`config.mk`:
```
export PLATFORM = sky130hd
export DESIGN_NAME = vc_free_signaler
export DESIGN_NICKNAME = d
export VERILOG_FILES = /design/src/rtl/vc_free_signaler.sv
export SDC_FILE = /design/constraint.sdc
export NUM_CORES = 1
export LEC_CHECK = 0
export CAP_MARGIN = 40
export CORE_AREA = 2 2 130 132
export CTS_BUF_LIST = sky130_fd_sc_hd__clkbuf_4
export DETAILED_ROUTE_END_ITERATION = 10
export DIE_AREA = 0 0 132 134
export PLACE_DENSITY = 0.68
export SETUP_SLACK_MARGIN = 0.15
export SYNTH_ARGS = -nofsm -noshare
export SYNTH_HDL_FRONTEND = slang
export SYNTH_SLANG_ARGS = --single-unit
export TNS_END_PERCENT = 20
```
`constraint.sdc`:
```
create_clock -name clk -period 6.13 [get_ports clk]
set_clock_uncertainty 0.15 [all_clocks]
set_input_delay 1.226 -clock clk [delete_from_list [all_inputs] [get_ports clk]]
set_output_delay 1.226 -clock clk [all_outputs]
set_load 0.03 [all_outputs]
```
`src/rtl/vc_free_signaler.sv`:
```
// Tracks per-VC buffer occupancy and busy state of a router input unit and returns
// round-robin "VC free" pulses upstream, one per port per cycle; outputs are registered.
module vc_free_signaler #(
   parameter int NUM_PORTS = 5,
   parameter int NUM_VCS   = 4,
   parameter int BUF_DEPTH = 4,
   parameter int VC_ID_W   = (NUM_VCS > 1) ? $clog2(NUM_VCS) : 1,
   parameter int OCC_W     = $clog2(BUF_DEPTH + 1)
) (
   input  logic                             clk,
   input  logic                             reset,
   input  logic [NUM_PORTS*NUM_VCS-1:0]     buf_write,
   input  logic [NUM_PORTS*NUM_VCS-1:0]     buf_read,
   input  logic [NUM_PORTS*NUM_VCS-1:0]     tail_read,
   output logic [NUM_PORTS*NUM_VCS-1:0]     vc_busy,
   output logic [NUM_PORTS*NUM_VCS*OCC_W-1:0] vc_occupancy,
   output logic [NUM_PORTS-1:0]             vc_free_valid,
   output logic [NUM_PORTS*VC_ID_W-1:0]     vc_free_id,
   output logic                             err_overflow,
   output logic                             err_underflow
);

   localparam int NV = NUM_PORTS * NUM_VCS;

   logic [OCC_W-1:0]   r_occ [NV];
   logic [NV-1:0]      r_busy;
   logic [NV-1:0]      r_pending;
   logic [VC_ID_W-1:0] r_rr [NUM_PORTS];
   logic [NUM_PORTS-1:0] r_free_vld;
   logic [VC_ID_W-1:0] r_free_id [NUM_PORTS];
   logic               r_err_ovf;
   logic               r_err_unf;

   logic [NV-1:0]      w_full;
   logic [NV-1:0]      w_empty;
   logic [NV-1:0]      w_acc_wr;
   logic [NV-1:0]      w_acc_rd;
   logic [NV-1:0]      w_tail_acc;
   logic [NV-1:0]      w_cand;
   logic [NV-1:0]      w_gnt_oh;
   logic [NUM_PORTS-1:0] w_gnt_vld;
   logic [VC_ID_W-1:0] w_gnt_id [NUM_PORTS];
   logic               w_ovf_ev;
   logic               w_unf_ev;

   // First set bit at or after ptr; scanning downward lets the smallest offset win.
   function automatic logic [VC_ID_W-1:0] rr_pick(input logic [NUM_VCS-1:0] c,
                                                  input logic [VC_ID_W-1:0] ptr);
      logic [VC_ID_W-1:0] pick;
      int j;
      pick = '0;
      for (int off = NUM_VCS - 1; off >= 0; off--) begin
         j = int'(ptr) + off;
         if (j >= NUM_VCS) j = j - NUM_VCS;
         if (c[VC_ID_W'(j)]) pick = VC_ID_W'(j);
      end
      return pick;
   endfunction

   always_comb begin
      w_full  = '0;
      w_empty = '0;
      for (int i = 0; i < NV; i++) begin
         w_full[i]  = (r_occ[i] == OCC_W'(BUF_DEPTH));
         w_empty[i] = (r_occ[i] == '0);
      end
   end

   // Simultaneous write+read is always accepted: the slot is recycled in the same cycle.
   assign w_acc_wr   = buf_write & (~w_full  | buf_read);
   assign w_acc_rd   = buf_read  & (~w_empty | buf_write);
   assign w_tail_acc = w_acc_rd & tail_read;
   assign w_cand     = r_pending | w_tail_acc;

   assign w_ovf_ev = |(buf_write & w_full & ~buf_read);
   assign w_unf_ev = (|(buf_read & w_empty & ~buf_write)) |
                     (|(tail_read & ~buf_read)) |
                     (|(w_tail_acc & r_pending));

   always_comb begin
      w_gnt_oh  = '0;
      w_gnt_vld = '0;
      for (int p = 0; p < NUM_PORTS; p++) begin
         w_gnt_vld[p] = |w_cand[p*NUM_VCS +: NUM_VCS];
         w_gnt_id[p]  = rr_pick(w_cand[p*NUM_VCS +: NUM_VCS], r_rr[p]);
         for (int v = 0; v < NUM_VCS; v++) begin
            w_gnt_oh[p*NUM_VCS + v] = w_gnt_vld[p] && (w_gnt_id[p] == VC_ID_W'(v));
         end
      end
   end

   always_ff @(posedge clk or posedge reset) begin
      if (reset) begin
         for (int i = 0; i < NV; i++) r_occ[i] <= '0;
         r_busy     <= '0;
         r_pending  <= '0;
         r_free_vld <= '0;
         for (int p = 0; p < NUM_PORTS; p++) begin
            r_rr[p]      <= '0;
            r_free_id[p] <= '0;
         end
         r_err_ovf  <= 1'b0;
         r_err_unf  <= 1'b0;
      end else begin
         for (int i = 0; i < NV; i++) begin
            if (w_acc_wr[i] && !w_acc_rd[i]) begin
               r_occ[i] <= r_occ[i] + 1'b1;
            end else if (w_acc_rd[i] && !w_acc_wr[i]) begin
               r_occ[i] <= r_occ[i] - 1'b1;
            end
            // A head write alongside the tail read means the next packet already owns the VC.
            r_busy[i] <= w_tail_acc[i] ? w_acc_wr[i] : (r_busy[i] | w_acc_wr[i]);
         end
         r_pending <= w_cand & ~w_gnt_oh;
         for (int p = 0; p < NUM_PORTS; p++) begin
            r_free_vld[p] <= w_gnt_vld[p];
            if (w_gnt_vld[p]) begin
               r_free_id[p] <= w_gnt_id[p];
               r_rr[p]      <= (w_gnt_id[p] == VC_ID_W'(NUM_VCS - 1)) ? '0 : w_gnt_id[p] + 1'b1;
            end
         end
         if (w_ovf_ev) r_err_ovf <= 1'b1;
         if (w_unf_ev) r_err_unf <= 1'b1;
      end
   end

   assign vc_busy       = r_busy;
   assign vc_free_valid = r_free_vld;
   assign err_overflow  = r_err_ovf;
   assign err_underflow = r_err_unf;

   genvar gi;
   generate
      for (gi = 0; gi < NV; gi++) begin : g_occ
         assign vc_occupancy[gi*OCC_W +: OCC_W] = r_occ[gi];
      end
      for (gi = 0; gi < NUM_PORTS; gi++) begin : g_id
         assign vc_free_id[gi*VC_ID_W +: VC_ID_W] = r_free_id[gi];
      end
   endgenerate

endmodule

```
Yosys cells after proc, flatten, opt, wreduce, memory -nomap -nowiden --
Index checks and enable logic that the tools add are counted.
Word-level totals: output and inout port bits 97, flip-flop bits (word level) 127, word-level logic and storage cells 549
Operators by class: bitwise operators 40, equality and inequality tests 35, magnitude comparators 40, reductions and logical operators 154, muxes and demuxes 165, add/subtract/negate cells 80
Operator list (number):
- 20-bit AND | 10
- 3-bit two-way mux | 40
- 20-bit inverter | 5
- 2-bit two-way mux | 45
- 2-bit by 4-bit < comparator with 1-bit output (second input constant) | 20
- 20-bit OR reduction | 4
- 3-bit by 1-bit adder with 3-bit output (second input constant) | 20
- 3-bit equality test (second input constant) | 20
- 1-bit logical AND | 60
- 3-bit zero test | 20
- 1-bit two-way mux | 60
- 20-bit OR | 3
- 3-bit by 1-bit subtractor with 3-bit output (second input constant) | 20
- 3-bit greater-or-equal comparator (second input constant) | 15
- 1-bit binary-select mux with 2-bit select | 20
- 1-bit zero test | 40
- 2-bit nonzero test | 20
- 2-bit by 1-bit subtractor with 2-bit output (second input constant) | 20
- 2-bit by 2-bit adder with 3-bit output (second input constant) | 10
- 1-bit OR | 22
- 2-bit equality test (second input constant) | 10
- 4-bit OR reduction | 5
- 2-bit by 1-bit adder with 3-bit output (second input constant) | 5
- 2-bit by 3-bit greater-or-equal comparator with 1-bit output (second input constant) | 5
- 3 further kinds | 15

Longest topological paths before layout --
depth in word-level cells 17, mapped depth 9, depth with buffers taken out 9

Worst setup path before layout --
Ideal clock, no wire load.
path type input to register, from in buf_write[6], to reg r_rr[7] in the netlist's numbering, data required time 5854 ps, data arrival time 3063 ps, slack 2791 ps, stages 9, cell sequence or4_1 -> and3_1 -> nor2_2 -> o22ai_1 -> o21ai_0 -> and2_1 -> ha_1 -> nand2_1 -> o21ai_0
RTL lines:
- start, declared | RTL line 12 | input logic [NUM_PORTS*NUM_VCS-1:0] buf_write,
- end signal, assigned by index | RTL line 119 | r_rr[p] <= (w_gnt_id[p] == VC_ID_W'(NUM_VCS - 1)) ? '0 : w_gnt_id[p] + 1'b1;
- end, declared | RTL line 28 | logic [VC_ID_W-1:0] r_rr [NUM_PORTS];

==> results.json <==
{
  "grt_usage_pct": 23.4,
  "cts_sinks": 127,
  "clockBufferDepth": 2,
  "critPathBufInv": 1,
  "tns_ns": 0,
  "start_kind": "input pin",
  "drtIter0Drc": 315,
  "portBuffers": 158,
  "power_w": 0.00495,
  "cp_slowest_stage_delay_ns": 0.57,
  "cts.repair.resized": 0,
  "rr_endpoint": "r_rr[5]",
  "crit_top_cell": "o21ai_0",
  "met2_usage_pct": 38.9,
  "viasPerCell": 5.42,
  "hold_viol": 0,
  "rr_worst_depth": 9,
  "hold_depth": 1,
  "drive_above_1_share_pct": 8.79,
  "place.gp.congestion": 0.913,
  "cts_setup_buffers": 0,
  "critPathMaxFanout": 9,
  "yosys_warnings": 0,
  "path_cells": "clkdlybuf4s50_1, or4_1, and3_1, nor2_2, o22ai_1, o21ai_0, and2_1, ha_1, nand2_1, o21ai_0",
  "synthTopCellsByArea": "dfrtp_1, ha_1, fa_1",
  "cp-end-kind": "flop",
  "maxSlewViolCount": 0,
  "ir_drop_uv": 314,
  "worstHoldStart": "vc_busy[13]",
  "synthArstFlopShare_pct": 100,
  "grt_util_met1_pct": 30.8,
  "layout_min_cycle_time_ns": 3.55,
  "cts_made_buffers": 17,
  "mostFrequentLayoutCell": "clkdlybuf4s50_1",
  "synthDistinctLibCells": 55,
  "synth_edf_count": 0,
  "fmax_mhz": 282,
  "syn-cell-area_mm2": 0.00725,
  "netlist_instances": 677,
  "initial_utilization_pct": 44.5,
  "fin_crit_sh_pct": 57.9,
  "rows": 47,
  "cts-root-buf": "clkbuf_4",
  "critPathTopFamily": "simple AND/OR/NAND/NOR gates",
  "hpwl_um": 15600,
  "layout_common_cells": "clkdlybuf4s50_1, dfrtp_1, inv_1, nor2_1, nand2_1",
  "leakage_nw": 4.00,
  "syn_avg_cell_area_um2": 10.7,
  "whs_endpoint": "vc_busy[13]",
  "power_density_mw_per_mm2": 532,
  "grt_pass1_wl_um": 32700,
  "grt_start_max_net_pins": 49,
  "ant_nets": 0,
  "synth_nets": 795,
  "hold_buffers": 0,
  "vias": 5888,
  "grt_pass1_vias": 6184,
  "setup_viol": 0,
  "die_w_um": 132,
  "rsz0062_at_grt": "false",
  "htree_levels": 4,
  "fp.dieH_um": 134,
  "drt-total-wl_um": 19600,
  "coreArea_mm2": 0.0163,
  "max_cap_violations": 0,
  "path_depth": 10,
  "hp-class": "flop to flop",
  "slowest_stage": "or4_1",
  "cts.clk_slew.worst_paths_ns": 0.10,
  "wl_per_cell_um": 18.1,
  "dieArea_mm2": 0.0177,
  "grt_most_used_layer": "met2",
  "dr.pass1.iters": 7,
  "yosys.area.top_type": "dfrtp_1",
  "run_status": "complete, no violations",
  "areaGrowthSynthToFinish_pct": 28.6,
  "post-route-drc-count": 0,
  "fill_cells": 1443,
  "relSlewSlack_pct": 56.8,
  "gr-total-overflow": 0,
  "worst-setup-path-type": "input pin to flop",
  "final_nets": 972,
  "synth-main-ff-cell": "dfrtp_1",
  "boundaryPins": 159,
  "ys_seq_elements": 127,
  "setup.worst_path.start": "buf_write[6]",
  "antenna_found_initial": 1,
  "ff2ff_setup_slack_ns": 3.21,
  "yosysTopAreaCellShare_pct": 43.9,
  "clock_latency_ns": 0.55,
  "cp.required_ns": 6.42,
  "cts_tree": "built",
  "met3_usage_pct": 4.46,
  "worst_slew_pin_slew_ns": 0.639,
  "crit-reg2reg-launch": "vc_occupancy[27]",
  "yosysSeqAreaShare_pct": 43.9,
  "arrival_ns": 3.84
}
[routing by layer]
layer,vias to the layer above,part of all wire [%]
met1,2905,44
met2,174,49
li1,2777,-
met4,0,2.1
met5,-,0
met3,32,4.8
[worst reg2reg max path, cell delays in order (launching register included)]
cell and delay (ns):
dfrtp_1 0.47, or4_1 0.58, a31oi_1 0.48, o21ai_0 0.21, a21oi_1 0.18, o21ai_0 0.20
inv_1 0.15, ha_1 0.23, nand2_1 0.06, o21ai_0 0.09
[through the flow]
stage                     hold slack [ns]  utilization, %  cell area (um2)  worst slack [ns]  instances
after floorplan                     0.320               -             7250              1.37        677
after global routing                0.360            57.2             9320              2.47       1086
after detailed placement            0.316            55.9             9110              2.09       1055
after CTS                           0.340            57.2             9320              2.67       1085
final                               0.335            57.2             9320              2.58       1086
after global placement              0.313            55.9             9110              2.20       1055
[layout make-up]
cell class                 count  area [um2]  area share [%]
tap                          220         275            2.95
clock buffer                  21         158            1.69
sequential                   127        3180            34.1
clock inverter                 9        47.5           0.510
multi-input combinational    479        3800            40.8
antenna                        1        2.50          0.0268
inverter                      69         262            2.81
timing repair buffer         160        1600            17.1
[report_power, final]
group | switching [W] | total (W) | internal (W)
Clock | 0.000303 | 0.000470 | 0.000168
Combinational | 0.00155 | 0.00280 | 0.00125
Sequential | 0.000453 | 0.00168 | 0.00123
Total | 0.00231 | 0.00495 | 0.00265
[sequential cells by signal, indices dropped and copies added (netlist names)]
name	flops
vc_free_id	10
vc_busy	20
r_pending	20
err_overflow	1
vc_free_valid	5
r_rr	10
vc_occupancy	60
err_underflow	1
[cell families after synthesis]
group | after synthesis | synth area share (%)
adders and majority gates | 56 | 11.7
and+or+nand+nor | 208 | 16.0
muxes | 21 | 3.26
xor gates and xnor gates | 61 | 7.37
DFF | 127 | 43.9
buffers and inverters | 71 | 3.69
AOI/OAI and AO/OA | 133 | 14.1
[worst max-delay path by stage]
stage,endpoint,slack [ns]
global route,r_rr[7],2.47
detailed placement,r_rr[7],2.09
CTS,r_rr[7],2.67
finish,r_rr[7],2.58
global placement,r_rr[7],2.20
floorplan,err_overflow,1.37
[synth_stat cells, drive strengths merged, types with 5 or more instances]
cell	instances
a31o	5
a31oi	15
a21oi	16
nand4	14
xor2	40
o21ai	27
a22oi	15
o22ai	10
nand2	45
nor2b	21
o221ai	7
ha	36
inv	69
xnor2	21
or4	21
mux2	21
dfrtp	127
fa	20
nor4b	20
a21o	17
nor2	48
and3	5
o2111ai	5
nand3	20
nand2b	5
Power figures use the tool's default switching activity.
